$ cat config.mk
export PLATFORM = sky130hd
export DESIGN_NAME = msdf_otf_converter
export DESIGN_NICKNAME = d
export VERILOG_FILES = /design/src/rtl/msdf_otf_converter_pkg.sv /design/src/rtl/msdf_digit_decode.sv /design/src/rtl/msdf_otf_converter.sv
export SDC_FILE = /design/constraint.sdc
export NUM_CORES = 1
export LEC_CHECK = 0
export BUFFER_PORTS_ARGS = -buffer_cell sky130_fd_sc_hd__buf_2
export CORE_MARGIN = 8
export CORE_UTILIZATION = 61
export CTS_CLUSTER_DIAMETER = 200
export CTS_CLUSTER_SIZE = 16
export DETAILED_ROUTE_END_ITERATION = 8
export GPL_TIMING_DRIVEN = 0
export PLACE_DENSITY = 0.87
export SYNTH_ARGS = -nofsm -noshare
export SYNTH_HDL_FRONTEND = slang
export SYNTH_SLANG_ARGS = --single-unit
$ cat constraint.sdc
create_clock -name clk -period 3.2 [get_ports clk]
set_input_delay 0 -clock clk [delete_from_list [all_inputs] [get_ports clk]]
set_output_delay 0 -clock clk [all_outputs]
set_load 0.03 [all_outputs]
$ cat src/rtl/msdf_otf_converter_pkg.sv
// Shared definitions for the MSDF serial-digit path: the signed-digit
// encoding (also used by the multiplier datapath) and the converter FSM states.
package msdf_otf_converter_pkg;

  // Two-bit signed-digit encoding: bit 1 = positive, bit 0 = negative.
  localparam logic [1:0] DIGIT_POS  = 2'b10;
  localparam logic [1:0] DIGIT_NEG  = 2'b01;
  localparam logic [1:0] DIGIT_ZERO = 2'b00;

  // Converter word-assembly states.
  typedef enum logic {
    IDLE = 1'b0,  // no digit of the current word consumed yet
    ACC  = 1'b1   // 1..N-1 digits of the current word consumed
  } otf_state_t;

  // Decoded digit: at most one flag is set; neither set means zero.
  typedef struct packed {
    logic is_pos;
    logic is_neg;
  } digit_t;

endpackage

$ cat src/rtl/msdf_digit_decode.sv
// Signed-digit decoder: maps the two-bit digit code to {is_pos, is_neg}.
// The redundant code 2'b11 is treated as zero, with no error indication.
module msdf_digit_decode
  import msdf_otf_converter_pkg::*;
(
  input  logic [1:0] i_zj,
  output digit_t     o_digit
);

  // Classify the incoming digit code.
  always_comb begin
    // NOTE: every output gets a default first so no path leaves it unassigned,
    // which would otherwise infer a latch.
    o_digit = '0;
    case (i_zj)
      DIGIT_POS: o_digit.is_pos = 1'b1;
      DIGIT_NEG: o_digit.is_neg = 1'b1;
      default:   o_digit = '0;  // DIGIT_ZERO and 2'b11 both mean zero
    endcase
  end

endmodule

$ cat src/rtl/msdf_otf_converter.sv
// On-the-fly converter: accepts an MSDF signed-digit stream and assembles one
// (N+1)-bit two's-complement fraction per N digits without any carry-propagate
// adder. Q holds the exact value of the digits so far and QM holds Q minus one
// ulp of the current position, so a negative digit never needs a borrow chain.
module msdf_otf_converter
  import msdf_otf_converter_pkg::*;
#(
  parameter int N = 10
) (
  input  logic         clk,
  input  logic         rst,       // asynchronous, active low
  input  logic [1:0]   Zj,
  input  logic         ready_Zj,
  output logic [N:0]   result,
  output logic         result_valid,
  output logic         busy
);

  localparam int CW = (N > 1) ? $clog2(N) : 1;
  localparam logic [CW-1:0] LAST_CNT = CW'(N - 1);

  logic [N:0]    r_q;
  logic [N:0]    r_qm;
  logic [CW-1:0] r_cnt;
  otf_state_t    r_state;
  otf_state_t    w_state_next;
  digit_t        w_digit;
  logic [N:0]    w_q_next;
  logic [N:0]    w_qm_next;
  logic          w_last;

  msdf_digit_decode u_decode (
    .i_zj    (Zj),
    .o_digit (w_digit)
  );

  // The N-th digit of a word is the one consumed while the counter is N-1.
  assign w_last = (r_cnt == LAST_CNT);

  // Candidate Q/QM after appending the current digit (select, no add).
  always_comb begin
    w_q_next  = {r_q[N-1:0], 1'b0};
    w_qm_next = {r_qm[N-1:0], 1'b1};
    if (w_digit.is_pos) begin
      w_q_next  = {r_q[N-1:0], 1'b1};
      w_qm_next = {r_q[N-1:0], 1'b0};
    end else if (w_digit.is_neg) begin
      w_q_next  = {r_qm[N-1:0], 1'b1};
      w_qm_next = {r_qm[N-1:0], 1'b0};
    end
  end

  // Next-state logic: any accepted digit enters ACC unless it completes the word.
  always_comb begin
    w_state_next = r_state;
    if (ready_Zj) begin
      w_state_next = w_last ? IDLE : ACC;
    end
  end

  // State register.
  always_ff @(posedge clk or negedge rst) begin
    if (!rst) begin
      r_state <= IDLE;
    end else begin
      // NOTE: sequential state uses non-blocking assignments so every flop
      // samples pre-edge values regardless of statement order.
      r_state <= w_state_next;
    end
  end

  // Q/QM/counter update and result capture; the word completion re-initialises
  // Q/QM on the same edge so the next digit can start a new word immediately.
  always_ff @(posedge clk or negedge rst) begin
    if (!rst) begin
      r_q          <= '0;
      r_qm         <= '1;
      r_cnt        <= '0;
      result       <= '0;
      result_valid <= 1'b0;
    end else begin
      result_valid <= ready_Zj && w_last;
      if (ready_Zj) begin
        if (w_last) begin
          result <= w_q_next;
          r_q    <= '0;
          r_qm   <= '1;
          r_cnt  <= '0;
        end else begin
          r_q    <= w_q_next;
          r_qm   <= w_qm_next;
          r_cnt  <= r_cnt + 1'b1;
        end
      end
    end
  end

  // The state flop itself is the busy indication.
  assign busy = (r_state == ACC);

endmodule

==> reports/results.tsv <==
stage	metric	value	unit
synthesis	yosysWarnings	0	
power_and_ir_drop	p_sw_share	35.7	%
floorplan	die_area	4700	sq um
floorplan	io_pins	18	
floorplan	row_count	19	
layout	n_fill_cell	187	
cts	htreeDepth	2	
worst_setup_path	end_kind	flip-flop	
floorplan	core_area	2690	sq um
power_and_ir_drop	seqPwrFrac	47.2	%
cts	clkSlewWorstSetupHoldPaths	0.11	ns
synthesis	netlist_top_cells_area	dfrtp_1 (40%), dfstp_2 (16%), mux2_2 (13%)	
power_and_ir_drop	combPwrFrac	34.4	%
timing	worstMarginPinSlew	0.790	ns
synthesis	yosys.area.top_type	dfrtp_1	
synthesis	synthFlopType	dfrtp_1	
layout	final_area	1900	sq um
synthesis	netlist_area	1680	sq um
cts	clock_path_buffers	2	
worst_setup_path	cp_max_fo	10	
synthesis	synth-async-reset-ratio	100	%
layout	drive_gt1_share	38.9	%
synthesis	ys_top_cells_by_count	dfrtp_1 (27), mux2_2 (20), nor2_1 (11), dfstp_2 (10)	
routing	via_count	1075	
floorplan	dieWidth	68.5	um
run	drv_cap	0	
power_and_ir_drop	clkPwrFrac	18.4	%
timing	finalSetupViolations	0	
grt	grt.overflow.total	0	
placed_design	gp_congestion	0.727	
grt	met3_usage	4.85	%
layout	syn_to_final_growth	12.8	%
timing	setup-tns-final	0	ns
timing	max_slew_margin	47.3	%
grt	grt_usage	15.6	%
worst_setup_path	critPathKind	reg2reg	
synthesis	synth_nets	139	
layout	layout.nets	164	
grt	antenna_found_initial	0	
routing	viasPerCell	5.72	
timing	fin_skew	0.0139	ns
cts	cts-buffers-inserted	5	
timing	hold_slack	0.0327	ns
worst_setup_path	required	3.42	ns
power_and_ir_drop	power_density	903	nW/um^2
synthesis	synth_cells	131	
worst_setup_path	start_kind	flip-flop	
power_and_ir_drop	p_switching	612	uW
grt	grt_max_degree	38	
min_path	worstHoldPathType	in2reg	
worst_setup_path	worstPathArrival	1.84	ns
layout	num_antenna_cells	0	
synthesis	yosysTopAreaCellShare	40.1	%
synthesis	yosysUniqueCellTypes	28	
routing	drc	0	
timing	finalCritPeriodShare	50.7	%
synthesis	synth.most_common_cell	dfrtp_1	
timing	fmax	616	MHz
grt	grt_pass1_wl	5.51	mm
timing	drv_slew	0	
routing	ant_nets	0	
cts	cts_root_buf	clkbuf_4	
cts	clk_latency	0.34	ns
status	status	finished, final reports clean	
placed_design	post_dp_cell_area	1800	sq um
timing	grt_setup_unrepaired	no	
synthesis	synth_edf_count	0	
floorplan	dieHeight	68.5	um
placed_design	dp_hpwl	2.24	mm
routing	drt_iter0_drc	25	
grt	use_met1	17.8	%
power_and_ir_drop	power.leakage	0.000889	uW
floorplan	initial_core_util	62.7	%
routing	wl_per_cell	17.0	um
grt	grt_pass1_vias	1179	
timing	min_period	1.62	ns
synthesis	synth.ff_latch_count	37	
timing	hold_viol_final	0	
grt	grtUsageMet2	26.9	%
cts	cts_sinks	37	
power_and_ir_drop	ir_worst_vdd	0.642	mV
grt	busiest_layer	met2	
synthesis	ys_seq_area_share	55.7	%
placed_design	numPortBuffers	16	
cts	cts_tree	yes	
routing	dr.pass1.iters	4	
routing	drt-total-wl	3.19	mm
power_and_ir_drop	intPower	1100	uW
synthesis	syn_avg_cell_area	12.9	sq um
## worst paths after layout
| kind | slack [ns] | end | cells past startpoint | from |
|---|---|---|---|---|
| max | 1.58 | result[6] | 4 | r_cnt[2] |
| min | 0.03 | r_q[0] | 3 | Zj[1] |
| max reg2reg | 1.58 | result[6] | 4 | r_cnt[2] |
| min reg2reg | 0.50 | r_qm[9] | 2 | r_qm[9] |
| max in group asynchronous | 2.42 | r_cnt[1] | 2 | rst |
| min in group asynchronous | 0.27 | result[8] | 2 | rst |
## cell families after synthesis
kind of cell    synth area share (%)
flops                           55.7
mux                             18.7
compound gates                  10.2
simple gates                    8.17
buf+inv                         3.94
fa+ha+maj                       2.23
xor+xnor                        1.04
## worst max-delay path, cell delays in order (launching register included)
cell and delay [ns]:
dfrtp_1 0.45, nand4bb_4 0.29, nor2_2 0.19, buf_4 0.23
mux2_2 0.36
## stage by stage
stage	utilization, %	worst slack, ns	total power (uW)	cells
finish	70.7	1.58	1720	188
global placement	67.1	1.64	1370	178
global route	70.7	1.49	1820	188
CTS	70.7	1.57	1730	188
detailed placement	67.1	1.58	1420	178
floorplan	-	1.79	1240	131
## metal layers
layer | share of wire, % | up-vias | wire length, um
li1 | - | 521 | -
met1 | 41 | 528 | 1310
met2 | 52 | 22 | 1670
met3 | 5.5 | 4 | 175
met4 | 1.1 | 0 | 34
met5 | 0 | - | 0
## power groups by stage
| stage | Sequential [uW] | Combinational (uW) | Clock [uW] |
|---|---|---|---|
| after global routing | 837 | 642 | 339 |
| final | 810 | 590 | 316 |
| after global placement | 801 | 572 | 0 |
| after detailed placement | 821 | 596 | 0 |
| after floorplan | 927 | 308 | 0 |
| after CTS | 812 | 600 | 317 |
## cell type report
type	instances	area, sq um	area share, %
plain buffers	8	55.1	2.90
clock buffers	6	41.3	2.17
clock inverters	2	35.0	1.84
inverters	3	11.3	0.593
multi-input cells	83	679	35.8
flip-flops and latches	37	938	49.4
well taps	31	38.8	2.04
repair buffers	18	100	5.27
## flip-flops by register name, indices dropped and copies added (netlist names)
name	count
busy	1
r_cnt	4
r_q	10
r_qm	10
result	11
result_valid	1
## repair_timing
item / CTS / global route
hold endpoints to repair: 28 / 0
resized for setup: 0 / 0
buffers inserted: 0 / 0
hold buffers: 2 / 0
## layout by cell type (no fill, tap or decap), types with 2 or more instances in the layout
cell	n
clkbuf_4	5
a21oi_1	9
buf_6	2
nand2_1	3
mux2_2	20
a22o_1	9
inv_1	3
nor2b_1	4
dfstp_2	10
buf_2	18
dlygate4sd3_1	2
clkbuf_1	3
o21ai_0	3
buf_4	2
ha_1	3
mux2i_1	9
dfrtp_1	27
nor2_1	11
No activity file was read; power rests on OpenSTA's default activity.
